### config.mk
export PLATFORM = sky130hd
export DESIGN_NAME = m_multiplier_pipe
export DESIGN_NICKNAME = d
export VERILOG_FILES = /design/src/rtl/m_arith_pkg.sv /design/src/rtl/m_antilog.sv /design/src/rtl/m_multiplier_pipe.sv
export SDC_FILE = /design/constraint.sdc
export NUM_CORES = 1
export LEC_CHECK = 0
export ABC_AREA = 1
export BUFFER_PORTS_ARGS = -buffer_cell sky130_fd_sc_hd__buf_2
export CORE_ASPECT_RATIO = 2
export CORE_MARGIN = 5
export CORE_UTILIZATION = 55
export DETAILED_ROUTE_END_ITERATION = 8
export PLACE_DENSITY = 0.75
export SLEW_MARGIN = 30
export SYNTH_ARGS = -nofsm -noshare
export SYNTH_HDL_FRONTEND = slang
export SYNTH_HIERARCHICAL = 1
export SYNTH_SLANG_ARGS = --single-unit
export TNS_END_PERCENT = 1
### constraint.sdc
create_clock -name clk -period 4.3 [get_ports clk]
set_clock_uncertainty 0.05 [all_clocks]
set_input_delay 1.075 -clock clk [delete_from_list [all_inputs] [get_ports clk]]
set_output_delay 1.075 -clock clk [all_outputs]
set_load 0.02 [all_outputs]
### src/rtl/m_arith_pkg.sv
// m_arith_pkg: shared constants, helpers and stage records for the Mitchell multiplier pipeline.
// Records are sized for the widest legal operand; stages use only the low bits they need.
package m_arith_pkg;
    localparam int STAGES = 3;
    localparam int MAX_W  = 32;
    localparam int MAX_LW = 6;

    function automatic int log_w(input int size);
        return $clog2(size);
    endfunction

    function automatic logic [MAX_LW-1:0] lod(input logic [MAX_W-1:0] x);
        logic [MAX_LW-1:0] r;
        r = '0;
        for (int i = 0; i < MAX_W; i++) if (x[i]) r = MAX_LW'(i);
        return r;
    endfunction

    typedef struct packed {
        logic              zero;
        logic [MAX_LW-1:0] k1;
        logic [MAX_LW-1:0] k2;
        logic [MAX_W-1:0]  f1;
        logic [MAX_W-1:0]  f2;
    } s12_t;

    typedef struct packed {
        logic              zero;
        logic [MAX_LW-1:0] k;
        logic [MAX_W-1:0]  fsum;
    } s23_t;
endpackage

### src/rtl/m_antilog.sv
// m_antilog: combinational Mitchell antilog, shifting the restored mantissa by the exponent sum.
module m_antilog #(
    parameter int SIZE = 16,
    parameter int LW   = m_arith_pkg::log_w(SIZE)
) (
    input  logic [LW:0]       k,
    input  logic [SIZE-1:0]   fsum,
    output logic [2*SIZE-1:0] res
);
    logic [SIZE-1:0]   mant;
    logic [LW:0]       e;
    logic [3*SIZE-1:0] wide;

    // On carry the sum already equals f1+f2 with weight-1 MSB; otherwise restore the implicit one.
    always_comb begin
        mant = fsum[SIZE-1] ? fsum : {1'b1, fsum[SIZE-2:0]};
        e    = k + (LW+1)'(fsum[SIZE-1]);
        wide = (3*SIZE)'(mant) << e;
        res  = (2*SIZE)'(wide >> (SIZE - 1));
    end
endmodule

### src/rtl/m_multiplier_pipe.sv
// m_multiplier_pipe: 3-stage valid/ready Mitchell approximate unsigned multiplier.
module m_multiplier_pipe
    import m_arith_pkg::*;
#(
    parameter int SIZE       = 16,
    parameter int truncation = 15
) (
    input  logic              clk,
    input  logic              rst_n,
    input  logic              in_valid,
    output logic              in_ready,
    input  logic [SIZE-1:0]   X1,
    input  logic [SIZE-1:0]   X2,
    output logic              out_valid,
    input  logic              out_ready,
    output logic [2*SIZE-1:0] res
);
    localparam int LW = log_w(SIZE);
    localparam logic [SIZE-2:0] F_MASK = {(SIZE-1){1'b1}} << (SIZE - 1 - truncation);

    logic              v1, v2, v3, rdy1, rdy2, rdy3;
    s12_t              s1_d, s1_q;
    s23_t              s2_d, s2_q;
    logic [LW-1:0]     k1, k2;
    logic [SIZE-1:0]   n1, n2;
    logic [LW:0]       ksum;
    logic [SIZE-1:0]   fsum;
    logic [2*SIZE-1:0] al_res, res_q;

    assign rdy3      = !v3 || out_ready;
    assign rdy2      = !v2 || rdy3;
    assign rdy1      = !v1 || rdy2;
    assign in_ready  = rdy1;
    assign out_valid = v3;
    assign res       = res_q;

    // Normalising each operand puts its leading one at the MSB; the bits below are the fraction.
    always_comb begin
        k1 = LW'(lod(MAX_W'(X1)));
        k2 = LW'(lod(MAX_W'(X2)));
        n1 = X1 << (SIZE - 1 - int'(k1));
        n2 = X2 << (SIZE - 1 - int'(k2));
        s1_d      = '0;
        s1_d.zero = (X1 == '0) || (X2 == '0);
        s1_d.k1   = MAX_LW'(k1);
        s1_d.k2   = MAX_LW'(k2);
        s1_d.f1   = MAX_W'((SIZE-1)'(n1) & F_MASK);
        s1_d.f2   = MAX_W'((SIZE-1)'(n2) & F_MASK);
    end

    always_comb begin
        ksum      = (LW+1)'(s1_q.k1) + (LW+1)'(s1_q.k2);
        fsum      = SIZE'(s1_q.f1) + SIZE'(s1_q.f2);
        s2_d      = '0;
        s2_d.zero = s1_q.zero;
        s2_d.k    = MAX_LW'(ksum);
        s2_d.fsum = MAX_W'(fsum);
    end

    m_antilog #(.SIZE(SIZE), .LW(LW)) u_antilog (
        .k    ((LW+1)'(s2_q.k)),
        .fsum (SIZE'(s2_q.fsum)),
        .res  (al_res)
    );

    always_ff @(posedge clk or negedge rst_n) begin
        if (!rst_n) begin
            v1    <= 1'b0;
            v2    <= 1'b0;
            v3    <= 1'b0;
            s1_q  <= '0;
            s2_q  <= '0;
            res_q <= '0;
        end else begin
            if (rdy1) v1 <= in_valid;
            if (rdy2) v2 <= v1;
            if (rdy3) v3 <= v2;
            if (rdy1 && in_valid) s1_q <= s1_d;
            if (rdy2 && v1) s2_q <= s2_d;
            if (rdy3 && v2) res_q <= s2_q.zero ? '0 : al_res;
        end
    end
endmodule
# After elaboration in Yosys (flattened, before gate mapping)
# Cells that the tools add are included.
# totals
latchBits	0
elab_cells	63
memories	0
inputBits	36
ramBits	0
regBits	96
rom_bits	0
output_inout_bits	34
# op_classes
n_div	0
magnitude_cmp	0
eq_ne	0
mux	31
reduce_logical	12
multipliers	0
bitwise_logic	0
shifts	3
n_addsub	5
# op_table
operator	count
$mux W4	25
$shl A16 B32 Y15	2
$shl A16 B5 Y47	1
$logic_not A16 Y1	2
$mux W32	1
$add A15 B15 Y16	1
$sub A4 B4 Y5 const A	2
$add A4 B4 Y5	1
$add A5 B1 Y5	1
$logic_or A1 B1 Y1	4
$mux W2	2
$logic_and A1 B1 Y1	3
$logic_not A1 Y1	3
$mux W3	1
$mux W1	2

# Depth between registers and ports, before layout
# depth
word_depth	17
ltp_mapped	22
depth_no_buf	21

# Modules after synthesis
# The synthesis kept the hierarchy.
# modules_own_cells
module	seq_area_each_um2	cells_per_inst	area_per_inst_um2	instances
m_multiplier_pipe	2402.3	777	5780.5	1
m_antilog	0.0	255	1209.9	1

# Least setup slack after synthesis
# OpenSTA, ideal clock, no wires.
# synth_timing
path_type	input to output
startpoint	input port out_ready
endpoint	output port in_ready
path_slack_ns	1.713
path_buffers	0
required_ns	3.175
stages	4
arrival_ns	1.462
path_cell_list	inv_1 nand2_1 nor2_1 nand2_1
# synth_via
elab_chain_len	3
# synth_rtl
item	line	source
start: declaration	m_multiplier_pipe.sv:15	input logic out_ready,
$logic_or A1 B1 Y1	m_multiplier_pipe.sv:30	assign rdy3 = !v3 || out_ready;
$logic_or A1 B1 Y1	m_multiplier_pipe.sv:31	assign rdy2 = !v2 || rdy3;
$logic_or A1 B1 Y1	m_multiplier_pipe.sv:32	assign rdy1 = !v1 || rdy2;
end: declaration	m_multiplier_pipe.sv:11	output logic in_ready,
# No other way between the ends.

# Final worst setup path
# layout_timing
startpoint	register s2_q[15] in the netlist's numbering
endpoint	register res_q[1] (netlist: res[1])
# layout_via
elab_chain_len	3
# layout_rtl
item	line	source
start: declaration	m_multiplier_pipe.sv:23	s23_t s2_d, s2_q;
start signal: assignment	m_multiplier_pipe.sv:72	s2_q <= '0;
start signal: assignment	m_multiplier_pipe.sv:79	if (rdy2 && v1) s2_q <= s2_d;
$add A5 B1 Y5	m_antilog.sv:17	e = k + (LW+1)'(fsum[SIZE-1]);
$shl A16 B5 Y47	m_antilog.sv:18	wide = (3*SIZE)'(mant) << e;
named net al_res[1]	m_multiplier_pipe.sv:28	logic [2*SIZE-1:0] al_res, res_q;
$mux W32	m_multiplier_pipe.sv:80	if (rdy3 && v2) res_q <= s2_q.zero ? '0 : al_res;
end signal: assignment	m_multiplier_pipe.sv:80	
end: declaration	m_multiplier_pipe.sv:28	
# The timed path passes the listed nets, and every way through them passes these cells.
# A chain may end at the register's enable or synchronous reset.

==> flow_summary.toml <==
[route]
drt.antenna.violating_nets = 0
routed_via_density = 5.663
vias = 6982
wl_per_cell_um = 16.22
drt_iter0_drc = 295
drcViolationCount = 0
wirelength_um = 20000
dr.pass1.iters = 5

[worst_setup_path]
cp-start-kind = "flop"
cp-end-kind = "flop"
path_common_cell = "nand3_1"
crit_chain = "ha_1 > ha_1 > clkinv_1 > nand3_1 > nand3_1 > nand3_1 > nand3_1 > nand2_1 > nand3_1 > o21ai_0"
critical_path_class = "flop to flop"
critical-path-slowest-cell = "ha_1"
critPathMaxFanout = 18
r2r_slack_ps = 1060
cp.required_ps = 4520
arrival_ps = 3460
cpPeakStageDelay_ps = 670

[synthesis]
ys_ff_latch = 96
synth_common_cells = "274 x nand2_1, 257 x nand3_1, 105 x inv_1"
synth_top_area_share = 0.3437
seq_area_frac_synth = 0.3437
syn_nets = 1091
synthTopCellsByArea = "dfrtp_1 34%, nand3_1 18%, nand2_1 15%"
synth_largest_area_cell = "dfrtp_1"
synth_edf_count = 0
yosysMostFrequentCell = "nand2_1"
syn_inst = 1032
synth.distinct_cells = 45
ys.warnings.count = 6
syn_avg_cell_area_sq_um = 6.774
synthFlopType = "dfrtp_1"
syn-cell-area_sq_mm = 0.006990
async_reset_ff_frac = 1.000

[power_and_ir_drop]
p_total_uw = 5240
ir_drop_mv = 0.3976
leakagePower_uw = 0.003943
power_density_mw_per_mm2 = 682.9

[grt]
antenna_found_initial = 0
grt_pass1_vias = 7131
grt_overflow = 0
grt.total_usage = 0.2728
grt_max_degree = 85
grt_pass1_wl_um = 33600

[floorplan]
start_util = 0.5568
num_rows = 58
core_sq_mm = 0.01255
io_pins = 70
die_w_um = 89.72
die_h_um = 169.4
die-area_sq_mm = 0.01520

[finish]
nFillCells = 1288
drive_above_1_share = 0.1163
diodes = 0
seq_area_sq_mm = 0.002402
syn_to_final_growth_pct = 9.773
multiInputGateArea_sq_mm = 0.003926
nNetsFinal = 1137

[min_path]
hold_path.class = "flop to flop"

[sta]
tns_ps = 0
setup_viol = 0
drv_slew = 0
timing.slew.headroom = 0.3613
rsz0062_at_grt = "no"
tightest_slew_ps = 957.3
fmax_mhz = 308.4
fin_ws_ps = 1058
period_share = 0.7541
hold_viol = 0
min_period_ps = 3242

[place]
gp_congestion = 1.020
portBuffers = 69
pre_cts_slack_ps = 944.0
dp_hpwl_um = 16220

[clock_tree]
cts-root-buf = "clkbuf_16"
post_cts_buffers = 0
clk_latency_ps = 340
clk_path_buf_depth = 2
cts.sinks = 96
clkTransAtPathRegs_ps = 70
h-tree-depth = 3
cts_buffers = 9
cts_tree = "built"
hold_buffers = 0
cts_resized = 0

[outcome]
status = "finished clean"

[flow_run]
drv_cap = 0
[cell usage in the layout, fill, tap and decap left out, drive strengths merged]
cell,Yosys,routed
a21boi,2,2
a21o,1,1
a21oi,27,27
a22o,2,2
a22oi,2,2
a31oi,5,5
buf,22,81
clkbuf,24,12
clkinv,2,4
clkinvlp,0,2
dfrtp,96,96
fa,2,2
ha,21,21
inv,110,110
nand2,283,283
nand3,261,261
nand3b,1,1
nand4,3,3
nor2,57,57
nor3,3,3
nor4,2,2
o211ai,8,8
o21ai,78,78
o22a,1,1
o31ai,1,1
o32ai,1,1
or2,1,1
xnor2,6,6
xor2,10,10
[final cells by class]
| cell class | count | share of cell area |
|---|---|---|
| Inverter | 112 | 0.05511 |
| Tap cell | 150 | 0.02446 |
| Clock inverter | 4 | 0.003750 |
| Clock buffer | 12 | 0.03343 |
| Timing Repair Buffer | 81 | 0.05854 |
| Sequential cell | 96 | 0.3131 |
| Multi-Input combinational cell | 778 | 0.5117 |
[flip-flops by register name (all words and copies together) (netlist names)]
register   count
out_valid      1
v1             1
s1_q          39
v2             1
s2_q          22
res           32
[final timing paths]
check / start / to / cells past startpoint
max: s2_q[15] / res[1] / 10
min: s2_q[32] / s2_q[32] / 2
max reg2reg: s2_q[15] / res[1] / 10
min reg2reg: s2_q[32] / s2_q[32] / 2
max in group asynchronous: rst_n / s1_q[44] / 2
min in group asynchronous: rst_n / res[24] / 1
[worst max-delay path: cells and delay by family (launching register included)]
kind                       cells  cell delay (ps)
AOI/OAI and AO/OA              1              110
adders and majority gates      2              900
buffers and inverters          1              600
DFF                            1              390
and+or+nand+nor                6             1120
[per-layer routing]
metal,track usage,vias up,share of wire
met4,0.2316,0,0.092
met3,0.03150,83,0.033
met5,0,-,0
met1,0.2334,3196,0.31
met2,0.5376,193,0.57
li1,-,3510,-
[metrics by stage]
stage	instance area (sq um)	util	cells	hold WS [ps]
after floorplan	6990	-	1032	383.2
after global placement	7370	0.5870	1216	419.7
after detailed placement	7388	0.5885	1217	426.0
after CTS	7674	0.6112	1233	443.9
after global routing	7674	0.6112	1233	463.9
final	7674	0.6112	1233	438.4
[power by group]
part	internal (uW)	switching (uW)
registers	1180	241
logic	969	2090
clock network	424	338
total	2570	2670
[logic make-up after synthesis]
group,synth area share
adder cells (fa/ha/maj),0.04331
buffers and inverters,0.09630
flip-flops,0.3437
AND/OR/NAND/NOR,0.3891
AO/OA/AOI/OAI,0.1038
XOR/XNOR,0.02381
Power figures use the tool's default switching activity.
